File: config.mk
export PLATFORM = sky130hd
export DESIGN_NAME = mem_lsu
export DESIGN_NICKNAME = d
export VERILOG_FILES = /design/src/rtl/mem_lsu_pkg.sv /design/src/rtl/mem_lsu_align.sv /design/src/rtl/mem_lsu.sv
export SDC_FILE = /design/constraint.sdc
export NUM_CORES = 1
export LEC_CHECK = 0
export BUFFER_PORTS_ARGS = -buffer_cell sky130_fd_sc_hd__buf_2
export CORE_AREA = 2 2 153 155
export CTS_CLUSTER_DIAMETER = 80
export CTS_CLUSTER_SIZE = 10
export DETAILED_ROUTE_END_ITERATION = 10
export DIE_AREA = 0 0 155 157
export GPL_ROUTABILITY_DRIVEN = 0
export GPL_TIMING_DRIVEN = 0
export PLACE_DENSITY_LB_ADDON = 0.12
export SLEW_MARGIN = 10
export SYNTH_ARGS = -nofsm -noshare
export SYNTH_HDL_FRONTEND = slang
export SYNTH_SLANG_ARGS = --single-unit
File: constraint.sdc
create_clock -name clk -period 1.9 [get_ports clk]
set_input_delay 0.19 -clock clk [delete_from_list [all_inputs] [get_ports clk]]
set_output_delay 0.19 -clock clk [all_outputs]
set_load 0.05 [all_outputs]
File: src/rtl/mem_lsu_pkg.sv
// Shared definitions for the MEM-stage load/store unit: operation codes,
// write/stall literals and the FSM state type.
package mem_lsu_pkg;

    localparam logic [7:0] EXE_LB_OP  = 8'b1110_0000;
    localparam logic [7:0] EXE_LH_OP  = 8'b1110_0001;
    localparam logic [7:0] EXE_LW_OP  = 8'b1110_0011;
    localparam logic [7:0] EXE_LBU_OP = 8'b1110_0100;
    localparam logic [7:0] EXE_LHU_OP = 8'b1110_0101;
    localparam logic [7:0] EXE_SB_OP  = 8'b1110_1000;
    localparam logic [7:0] EXE_SH_OP  = 8'b1110_1001;
    localparam logic [7:0] EXE_SW_OP  = 8'b1110_1011;

    localparam logic        WriteEnable  = 1'b1;
    localparam logic        WriteDisable = 1'b0;
    localparam logic        Stop         = 1'b1;
    localparam logic        NonStop      = 1'b0;
    localparam logic [31:0] ZeroWord     = 32'h0000_0000;
    localparam logic [4:0]  NOPRegAddr   = 5'b00000;

    typedef enum logic [1:0] {
        ST_IDLE = 2'd0,
        ST_WAIT = 2'd1,
        ST_DONE = 2'd2
    } lsu_state_e;

endpackage

File: src/rtl/mem_lsu_align.sv
// Big-endian byte-lane decode: bus lane select and store replication for
// the issue side, lane extraction and sign/zero extension for the load side.
import mem_lsu_pkg::*;

module lsu_align (
    input  logic [7:0]  aluop_i,
    input  logic [1:0]  addr_i,
    input  logic [31:0] store_i,
    input  logic [31:0] rdata_i,
    output logic        is_mem_o,
    output logic        is_load_o,
    output logic        misaligned_o,
    output logic [3:0]  sel_o,
    output logic [31:0] st_data_o,
    output logic [31:0] ld_data_o
);

    logic [31:0] byte_shift;
    logic [31:0] half_shift;
    logic [7:0]  byte_v;
    logic [15:0] half_v;

    // Lane 0 (addr 0) is the most significant byte.
    assign byte_shift = rdata_i >> {~addr_i, 3'b000};
    assign half_shift = rdata_i >> (addr_i[1] ? 5'd0 : 5'd16);
    assign byte_v     = byte_shift[7:0];
    assign half_v     = half_shift[15:0];

    always_comb begin
        is_mem_o     = 1'b0;
        is_load_o    = 1'b0;
        misaligned_o = 1'b0;
        sel_o        = 4'b0000;
        st_data_o    = store_i;
        ld_data_o    = ZeroWord;
        case (aluop_i)
            EXE_LB_OP, EXE_LBU_OP: begin
                is_mem_o  = 1'b1;
                is_load_o = 1'b1;
                sel_o     = 4'b1000 >> addr_i;
                ld_data_o = (aluop_i == EXE_LB_OP) ? {{24{byte_v[7]}}, byte_v}
                                                   : {24'h0, byte_v};
            end
            EXE_LH_OP, EXE_LHU_OP: begin
                is_mem_o     = 1'b1;
                is_load_o    = 1'b1;
                misaligned_o = addr_i[0];
                sel_o        = addr_i[1] ? 4'b0011 : 4'b1100;
                ld_data_o    = (aluop_i == EXE_LH_OP) ? {{16{half_v[15]}}, half_v}
                                                      : {16'h0, half_v};
            end
            EXE_LW_OP: begin
                is_mem_o     = 1'b1;
                is_load_o    = 1'b1;
                misaligned_o = (addr_i != 2'b00);
                sel_o        = 4'b1111;
                ld_data_o    = rdata_i;
            end
            EXE_SB_OP: begin
                is_mem_o  = 1'b1;
                sel_o     = 4'b1000 >> addr_i;
                st_data_o = {4{store_i[7:0]}};
            end
            EXE_SH_OP: begin
                is_mem_o     = 1'b1;
                misaligned_o = addr_i[0];
                sel_o        = addr_i[1] ? 4'b0011 : 4'b1100;
                st_data_o    = {2{store_i[15:0]}};
            end
            EXE_SW_OP: begin
                is_mem_o     = 1'b1;
                misaligned_o = (addr_i != 2'b00);
                sel_o        = 4'b1111;
            end
            default: ;
        endcase
    end

endmodule

File: src/rtl/mem_lsu.sv
// MEM-stage load/store unit: stalls the pipeline while a single registered
// bus transfer is outstanding, then presents extended load data to MEM/WB.
import mem_lsu_pkg::*;

module mem_lsu (
    input  logic        clk,
    input  logic        rst,
    input  logic [4:0]  wd_i,
    input  logic        wreg_i,
    input  logic [31:0] wdata_i,
    input  logic [31:0] hi_i,
    input  logic [31:0] lo_i,
    input  logic        whilo_i,
    input  logic [7:0]  aluop_i,
    input  logic [31:0] mem_addr_i,
    input  logic [31:0] reg2_i,
    input  logic [5:0]  stall,
    output logic [4:0]  wd_o,
    output logic        wreg_o,
    output logic [31:0] wdata_o,
    output logic [31:0] hi_o,
    output logic [31:0] lo_o,
    output logic        whilo_o,
    output logic        stallreq,
    output logic        dbus_req,
    output logic        dbus_we,
    output logic [31:0] dbus_addr,
    output logic [3:0]  dbus_sel,
    output logic [31:0] dbus_wdata,
    input  logic [31:0] dbus_rdata,
    input  logic        dbus_ack
);

    lsu_state_e  state_q, state_d;
    logic [31:0] rdata_q;
    logic        req_q, we_q;
    logic [31:0] addr_q, wdata_q;
    logic [3:0]  sel_q;
    logic        start, take;

    logic        is_mem, is_load, misaligned;
    logic [3:0]  sel;
    logic [31:0] st_data, ld_data;
    logic        unused_stall;

    assign unused_stall = ^{stall[5], stall[3:0]};

    lsu_align u_align (
        .aluop_i     (aluop_i),
        .addr_i      (mem_addr_i[1:0]),
        .store_i     (reg2_i),
        .rdata_i     (rdata_q),
        .is_mem_o    (is_mem),
        .is_load_o   (is_load),
        .misaligned_o(misaligned),
        .sel_o       (sel),
        .st_data_o   (st_data),
        .ld_data_o   (ld_data)
    );

    always_comb begin
        state_d  = state_q;
        start    = 1'b0;
        take     = 1'b0;
        stallreq = NonStop;
        wd_o     = wd_i;
        wreg_o   = wreg_i;
        wdata_o  = wdata_i;
        hi_o     = hi_i;
        lo_o     = lo_i;
        whilo_o  = whilo_i;
        if (rst) begin
            state_d = ST_IDLE;
            wd_o    = NOPRegAddr;
            wreg_o  = WriteDisable;
            wdata_o = ZeroWord;
            hi_o    = ZeroWord;
            lo_o    = ZeroWord;
            whilo_o = WriteDisable;
        end else if (is_mem) begin
            // Register write is withheld until the load data is in hand.
            wreg_o = WriteDisable;
            if (!misaligned) begin
                case (state_q)
                    ST_IDLE: begin
                        stallreq = Stop;
                        start    = 1'b1;
                        state_d  = ST_WAIT;
                    end
                    ST_WAIT: begin
                        stallreq = Stop;
                        if (dbus_ack) begin
                            take    = 1'b1;
                            state_d = ST_DONE;
                        end
                    end
                    ST_DONE: begin
                        if (is_load) begin
                            wreg_o  = wreg_i;
                            wdata_o = ld_data;
                        end
                        if (!stall[4]) state_d = ST_IDLE;
                    end
                    default: state_d = ST_IDLE;
                endcase
            end
        end else begin
            state_d = ST_IDLE;
        end
    end

    always_ff @(posedge clk) begin
        if (rst) begin
            state_q <= ST_IDLE;
            rdata_q <= ZeroWord;
            req_q   <= 1'b0;
            we_q    <= 1'b0;
            addr_q  <= ZeroWord;
            sel_q   <= 4'b0000;
            wdata_q <= ZeroWord;
        end else begin
            state_q <= state_d;
            if (start) begin
                req_q   <= 1'b1;
                we_q    <= ~is_load;
                addr_q  <= {mem_addr_i[31:2], 2'b00};
                sel_q   <= sel;
                wdata_q <= st_data;
            end
            if (take) begin
                rdata_q <= dbus_rdata;
                req_q   <= 1'b0;
            end
        end
    end

    assign dbus_req   = req_q;
    assign dbus_we    = we_q;
    assign dbus_addr  = addr_q;
    assign dbus_sel   = sel_q;
    assign dbus_wdata = wdata_q;

endmodule

==> results.md, run 1 <==
- Internal: 0.00373 W
- Commonest non-fill, non-tap cell in the layout: buf_2
- Async set-reset flop share out of synthesis: 0
- Routed Antenna Nets: 0
- F_max: between 400 and 500 MHz
- Clock Path Buffers: 2
- Synthesized area per cell: roughly 8.7 sq um
- GR Util All Layers: 0.229
- Yosys warnings: 0
- Core Area: between 20000 and 25000 sq um
- First-pass detailed-route iteration total: 5
- Pin count of the biggest net entering global routing: 19
- RSZ-0062 raised after global routing: true
- Vias in the first global route: 6888
- R2r setup slk: roughly 0.080 ns
- Die width: 155 um
- Initial Utilization: 0.266
- Critical path required time: 1.71 ns
- Hold WC Path Type: in2reg
- HPWL after detailed placement: 22500 um
- Post-synth EDFFs: 0
- Yosys reg bits: ~100
- Critical Path Fanout Max: 8
- Nets: 1335
- Fraction of layout cells with a size suffix above 1: 0.526
- Yosys cell types: 62
- CTS root buf: clkbuf_16
- Pre-CTS setup slack: -0.864 ns
- Worst path arrival time: 2.08 ns
- Post-CTS Hold Buffers: 0
- Tmin final: 2.27 ns
- Post-route DRC: 0
- Final std cells w/o fill: 1411
- Crit. End Element: primary output
- Worst setup SP type: flip-flop
- Mapped cell area: between 5000 and 6000 sq um
- P_sw: 0.00193 W
- Combinational Power Share: 0.263
- Period utilization: 1.20
- CTS tree: built
- Initial antenna violation count: 3
- Ys flop type: dfxtp_1
- Post-Syn Instances: 691
- Pleak: 4.36 nW
- First-pass GRT wire length: 42700 um
- Grt ovf: 0
- Most frequent cells in the layout: buf_2, dfxtp_1, a21oi_1
- Worst setup margin: -0.371 ns
- WL/cell: 20.9 um
- H-tree depth: 3
- CTS sink count: approximately 100
- Final Skew: 0.0131 ns
- Inst Count DP: around 1400
- Io pins: 390
- PwrDens: between 500 and 600 nW/um^2
- Clock power frac: 0.357
- Flop pwr share: 0.380
- # rows: 55
- CP peak stage delay: about 0.50 ns
- TritonCTS buffer count: 9
- Failing checks: setup timing
- Switching Fraction: 0.341
- # fillers: 2283
- Worst-path cell chain: mux4_2, a311o_2, o221a_4, buf_6
- Slew headroom: 0.580
- Dominant cell type by area after synthesis: dfxtp_1
- Die Y: approximately 160 um
- Worst vdd ir: 0.315 mV
- Setup_tns: -10.51 ns
- DRT Wirelength: 29500 um
- Register area share after synthesis: 0.341
- Total Die Area: 24300 sq um
- # setup viols final: 34
- Critical path class: reg2out
- Via density per instance: 5.12
- Clk Latency, worst-skew pair: 0.36 ns
- Vias: a little over 7000
- Final Hold Fails: 0
- I/O Buffers: 379
- Max-Cap Viols: 0
- Final Max Slew Viols: 0
- Worst slew pin tran: 0.630 ns
- Synth top area share: 0.341
- Slowest stage cell, crit path: a311o_2
- Clock-pin slew on the worst setup and hold paths: around 0.080 ns
- Initial drt markers: 420
- Status: finished, violations left
- Synth top area cells: dfxtp_1, nor2b_1, a21oi_1
- Synth-to-Final Area Change: 66.4%
[layer usage]
layer	wire length, um	GRT usage	vias up
li1	-	-	3474
met1	14100	0.338	3466
met2	13400	0.339	266
met3	1770	0.0501	19
met4	309	0.0516	0
met5	0	0	-
[power by group through the flow]
stage	clock network (W)	logic [W]	registers, W
finish	0.00202	0.00149	0.00215
global route	0.00217	0.00157	0.00215
CTS	0.00209	0.00147	0.00215
detailed placement	0	0.00136	0.00220
global placement	0	0.00137	0.00220
floorplan	0	0.000839	0.00224
[final timing paths]
check	from	to	depth (start not counted)
hold reg to reg	dbus_sel[0]	dbus_sel[0]	2
setup / recovery	rdata_q[31]	wdata_o[15]	4
hold / removal	dbus_rdata[2]	rdata_q[2]	2
setup reg to reg	state_q[1]	rdata_q[23]	6
[state kept, by name (all words and copies together) (netlist names)]
register    flops
dbus_addr      30
dbus_wdata     32
dbus_req        1
dbus_we         1
rdata_q        32
dbus_sel        4
state_q         2
[through the flow]
step                power (W)   util  hold WS, ns  area [sq um]
floorplan             0.00308      -        0.316          6390
global placement      0.00357  0.384        0.401          8650
detailed placement    0.00356  0.384        0.403          8650
CTS                   0.00571  0.432       0.0193          9730
global route          0.00589  0.443       0.0232          9970
finish                0.00566  0.443       0.0385          9970
[cells by family (layout without fill, tap and decap cells)]
| kind of cell | Yosys count | count (layout) | share of synthesized area |
|---|---|---|---|
| muxes | 47 | 47 | 0.0864 |
| buffers and inverters | 86 | 518 | 0.0664 |
| DFF | 102 | 102 | 0.341 |
| and+or+nand+nor | 184 | 184 | 0.183 |
| other | 1 | 4 | 0.000626 |
| AOI/OAI and AO/OA | 271 | 271 | 0.323 |
[timing repair]
action	in CTS	in global routing
cloned	1	1
setup endpoints to repair	128	112
endpoints found under the hold margin	0	0
setup buffers	23	13
gates resized for setup	158	35
pin swaps	22	19
[cell type report]
| cell class | instances | area [sq um] | area share |
|---|---|---|---|
| Buffer | 79 | 564 | 0.0566 |
| Clock buffer | 10 | 239 | 0.0240 |
| Tap cell | 285 | 357 | 0.0358 |
| Inverter | 6 | 23.8 | 0.00238 |
| Sequential cell | 102 | 2050 | 0.206 |
| Timing Repair Buffer | 417 | 2500 | 0.250 |
| Multi-Input combinational cell | 504 | 4160 | 0.417 |
| Clock inverter | 6 | 76.3 | 0.00765 |
| Antenna cell | 2 | 5.00 | 0.000502 |
[worst max-delay path, delay by kind of cell (launching register included)]
kind / cells / cell delay [ns]
multiplexers: 1 / 0.45
AO/OA/AOI/OAI: 2 / 0.77
flip-flops: 1 / 0.35
buffers and inverters: 1 / 0.15
[Yosys cell counts (all sizes together) (4+ instances only)]
| cell type | count |
|---|---|
| nand2 | 23 |
| mux2 | 18 |
| a211oi | 43 |
| o2111ai | 8 |
| inv | 4 |
| nand3 | 47 |
| clkbuf | 48 |
| dfxtp | 102 |
| a22o | 33 |
| o31ai | 50 |
| nor2b | 71 |
| a22oi | 13 |
| a31oi | 16 |
| nor2 | 10 |
| buf | 32 |
| mux2i | 27 |
| nor3 | 5 |
| nand4 | 5 |
| nand2b | 5 |
| a21oi | 80 |
| o221a | 8 |
Power figures use the tool's default switching activity.
==> run 2: changes to the inputs <==
--- a/config.mk
+++ b/config.mk
@@ -5,15 +5,15 @@
 export SDC_FILE = /design/constraint.sdc
 export NUM_CORES = 1
 export LEC_CHECK = 0
-export BUFFER_PORTS_ARGS = -buffer_cell sky130_fd_sc_hd__buf_2
-export CORE_AREA = 2 2 153 155
+export CORE_AREA = 2 2 151 153
 export CTS_CLUSTER_DIAMETER = 80
 export CTS_CLUSTER_SIZE = 10
 export DETAILED_ROUTE_END_ITERATION = 10
-export DIE_AREA = 0 0 155 157
+export DIE_AREA = 0 0 153 155
+export DONT_BUFFER_PORTS = 1
 export GPL_ROUTABILITY_DRIVEN = 0
 export GPL_TIMING_DRIVEN = 0
-export PLACE_DENSITY_LB_ADDON = 0.12
+export PLACE_DENSITY = 0.43
 export SLEW_MARGIN = 10
 export SYNTH_ARGS = -nofsm -noshare
 export SYNTH_HDL_FRONTEND = slang
==> run 2 against run 1 <==
Effect of this change: the flow still finishes with violations (setup timing); final area down 15%; power shrank 5.0%; critical endpoint is now wdata_o[30]; hold slack improved by 0.048 ns; die area is 2.5% lower; clock skew down 0.0035 ns; utilization down 6.3 points; clock-buffer cell count grew 1.
==> results.md, run 2 (synthesized netlist as in run 1, its figures left out) <==
- Final Hold Fails: 0 (unchanged)
- Critical path class: reg2out
- Combinational Power Share: 0.215 (-0.048)
- Flop pwr share: 0.407 (+0.027)
- Total Power: 0.00537 W (-5.0%)
- CTS tree: built
- Internal: 0.00362 W (-2.8%)
- First-pass detailed-route iteration total: 6 (+1)
- Status: finished, violations left
- Synth-to-Final Area Change: 41.0%
- Critical Path Fanout Max: 10 (+2)
- CTS sink count: 102 (unchanged)
- Slew headroom: 0.280 (-0.300)
- Core Area: 22200 sq um (-1.2%)
- Worst vdd ir: 0.418 mV (+32%)
- Commonest non-fill, non-tap cell in the layout: dfxtp_1
- FF-to-FF End: dbus_wdata[27]
- Total Die Area: 23700 sq um (-2.5%)
- Critical path required time: 1.71 ns (about the same)
- Fin Hold WS: 0.0869 ns (+0.0484 ns)
- GR Util All Layers: 0.220 (-0.00942)
- Worst-path cell chain: nor3b_4, o211ai_1, buf_4, nor2_4, buf_12, a211oi_4
- Clock Path Buffers: 2 (unchanged)
- I/O Buffers: 0 (-100%)
- CTS root buf: clkbuf_16
- Vias in the first global route: 6031 (-12%)
- Post-route DRC: 0 (unchanged)
- # rows: 55 (unchanged)
- H-tree depth: 3 (unchanged)
- P_sw: 0.00175 W (-9.3%)
- Io pins: 390 (unchanged)
- F_max: 439 MHz (-0.23%)
- Initial antenna violation count: 1 (-2)
- Nets: 1019 (-24%)
- CP peak stage delay: 0.60 ns (+0.10 ns)
- HPWL after detailed placement: 21200 um (-5.8%)
- Worst r2r src: state_q[1]
- First-pass GRT wire length: 39700 um (-7.1%)
- Period utilization: 1.20 (+0.00280)
- Top delay family on crit path: compound AO/OA/AOI/OAI gates
- # setup viols final: 33 (-2.9%)
- TritonCTS buffer count: 9 (unchanged)
- PwrDens: 636 nW/um^2 (+12%)
- Final Skew: 0.00959 ns (-0.00347 ns)
- Post-layout util: 0.380 (-0.0631)
- WL/cell: 25.2 um (+20%)
- Final Max Slew Viols: 0 (unchanged)
- Pin count of the biggest net entering global routing: 17 (-2)
- WP buf/inv: 2 (+1)
- Hold WC Path Type: in2reg
- Max-Cap Viols: 0 (unchanged)
- Hold Path Sink: dbus_wdata[12]
- Worst path arrival time: 2.09 ns (about the same)
- Worst setup margin: -0.376 ns (-0.00531 ns)
- Failing checks: setup timing
- Initial Utilization: 0.270 (+0.00330)
- Hold path cells: 2 (unchanged)
- Tmin final: 2.28 ns (+0.00531 ns)
- DRT Wirelength: 27500 um (-6.8%)
- RSZ-0062 raised after global routing: true
- Vias: 6263 (-13%)
- FF-to-FF path depth: 8 (+2)
- Worst setup SP type: flip-flop
- Initial drt markers: 503 (+20%)
- Crit. End Element: primary output
- Die Y: 155 um (-1.3%)
- # fillers: 2217 (-2.9%)
- Pleak: 2.83 nW (-35%)
- R2r setup slk: 0.08 ns (about the same)
- Routed Antenna Nets: 0 (unchanged)
- Setup_tns: -10.27 ns (+0.232 ns)
- Die width: 153 um (-1.3%)
- Grt ovf: 0 (unchanged)
- Clock-pin slew on the worst setup and hold paths: 0.07 ns (about the same)
- Slowest stage cell, crit path: a211oi_4
- Fraction of layout cells with a size suffix above 1: 0.239 (-0.287)
- Via density per instance: 5.72 (+12%)
- Switching Fraction: 0.326 (-0.0153)
- Hold wc startpoint: reg2_i[4]
- Worst slew pin tran: 1.08 ns (+0.448 ns)
- Most frequent cells in the layout: dfxtp_1, a21oi_1, nor2b_1, dlygate4sd3_1, o31ai_1
- Clock power frac: 0.378 (+0.021)
- Clk Latency, worst-skew pair: 0.36 ns (about the same)
run 2: layer usage:
layer,part of all wire,vias to the layer above,global-route usage
met2,0.53,319,0.407
met4,0.024,0,0.0639
li1,-,2844,-
met5,0,-,0
met3,0.064,41,0.0460
met1,0.39,3059,0.255
run 2: what timing repair did:
item	4_1_cts	5_1_grt
hold buffers	70	0
endpoints found under the hold margin	70	0
pin swaps	55	19
endpoints found under the setup margin	138	94
gates resized for setup	82	22
buffers inserted	19	10
gates cloned	2	0
run 2: power by group through the flow:
stage	combinational (W)	clock, W	sequential (W)
3_3_place_gp	0.000976	0	0.00224
3_5_place_dp	0.000982	0	0.00224
4_1_cts	0.00115	0.00208	0.00219
6_report	0.00116	0.00203	0.00219
5_1_grt	0.00120	0.00217	0.00219
2_1_floorplan	0.000839	0	0.00224
run 2: cell type report:
| class | instances | area (sq um) | share of cell area |
|---|---|---|---|
| repair buffers | 101 | 993 | 0.118 |
| diodes | 1 | 2.50 | 0.000296 |
| plain buffers | 79 | 559 | 0.0662 |
| clock buffers | 11 | 233 | 0.0275 |
| multi-input cells | 504 | 4140 | 0.490 |
| clock inverters | 5 | 81.3 | 0.00963 |
| well taps | 285 | 357 | 0.0422 |
| inverters | 6 | 23.8 | 0.00281 |
| flip-flops and latches | 102 | 2060 | 0.244 |
run 2: how the worst max path moves through the flow:
stage	from	cells after the start	end
floorplan	state_q[1]	5	wdata_o[20]
global placement	mem_addr_i[0]	6	wdata_o[30]
detailed placement	aluop_i[4]	6	wdata_o[25]
CTS	state_q[1]	6	wdata_o[25]
global route	rdata_q[23]	7	wdata_o[22]
finish	state_q[1]	6	wdata_o[30]
run 2: worst reg2reg max path: stages, from the launching register on:
cell and delay (ns):
dfxtp_4 0.35, buf_6 0.14, or3_4 0.40, nor4_4 0.18, buf_6 0.17, buf_12 0.11, clkbuf_8 0.14, o2111ai_1 0.12
a21oi_1 0.16
run 2: stage by stage:
| stage | cell area, sq um | instances | setup slack [ns] |
|---|---|---|---|
| 5_1_grt | 8450 | 1094 | -0.450 |
| 4_1_cts | 8290 | 1084 | -0.422 |
| 3_3_place_gp | 6750 | 977 | -0.717 |
| 2_1_floorplan | 6390 | 692 | -0.158 |
| 3_5_place_dp | 6750 | 977 | -0.719 |
| 6_report | 8450 | 1094 | -0.376 |
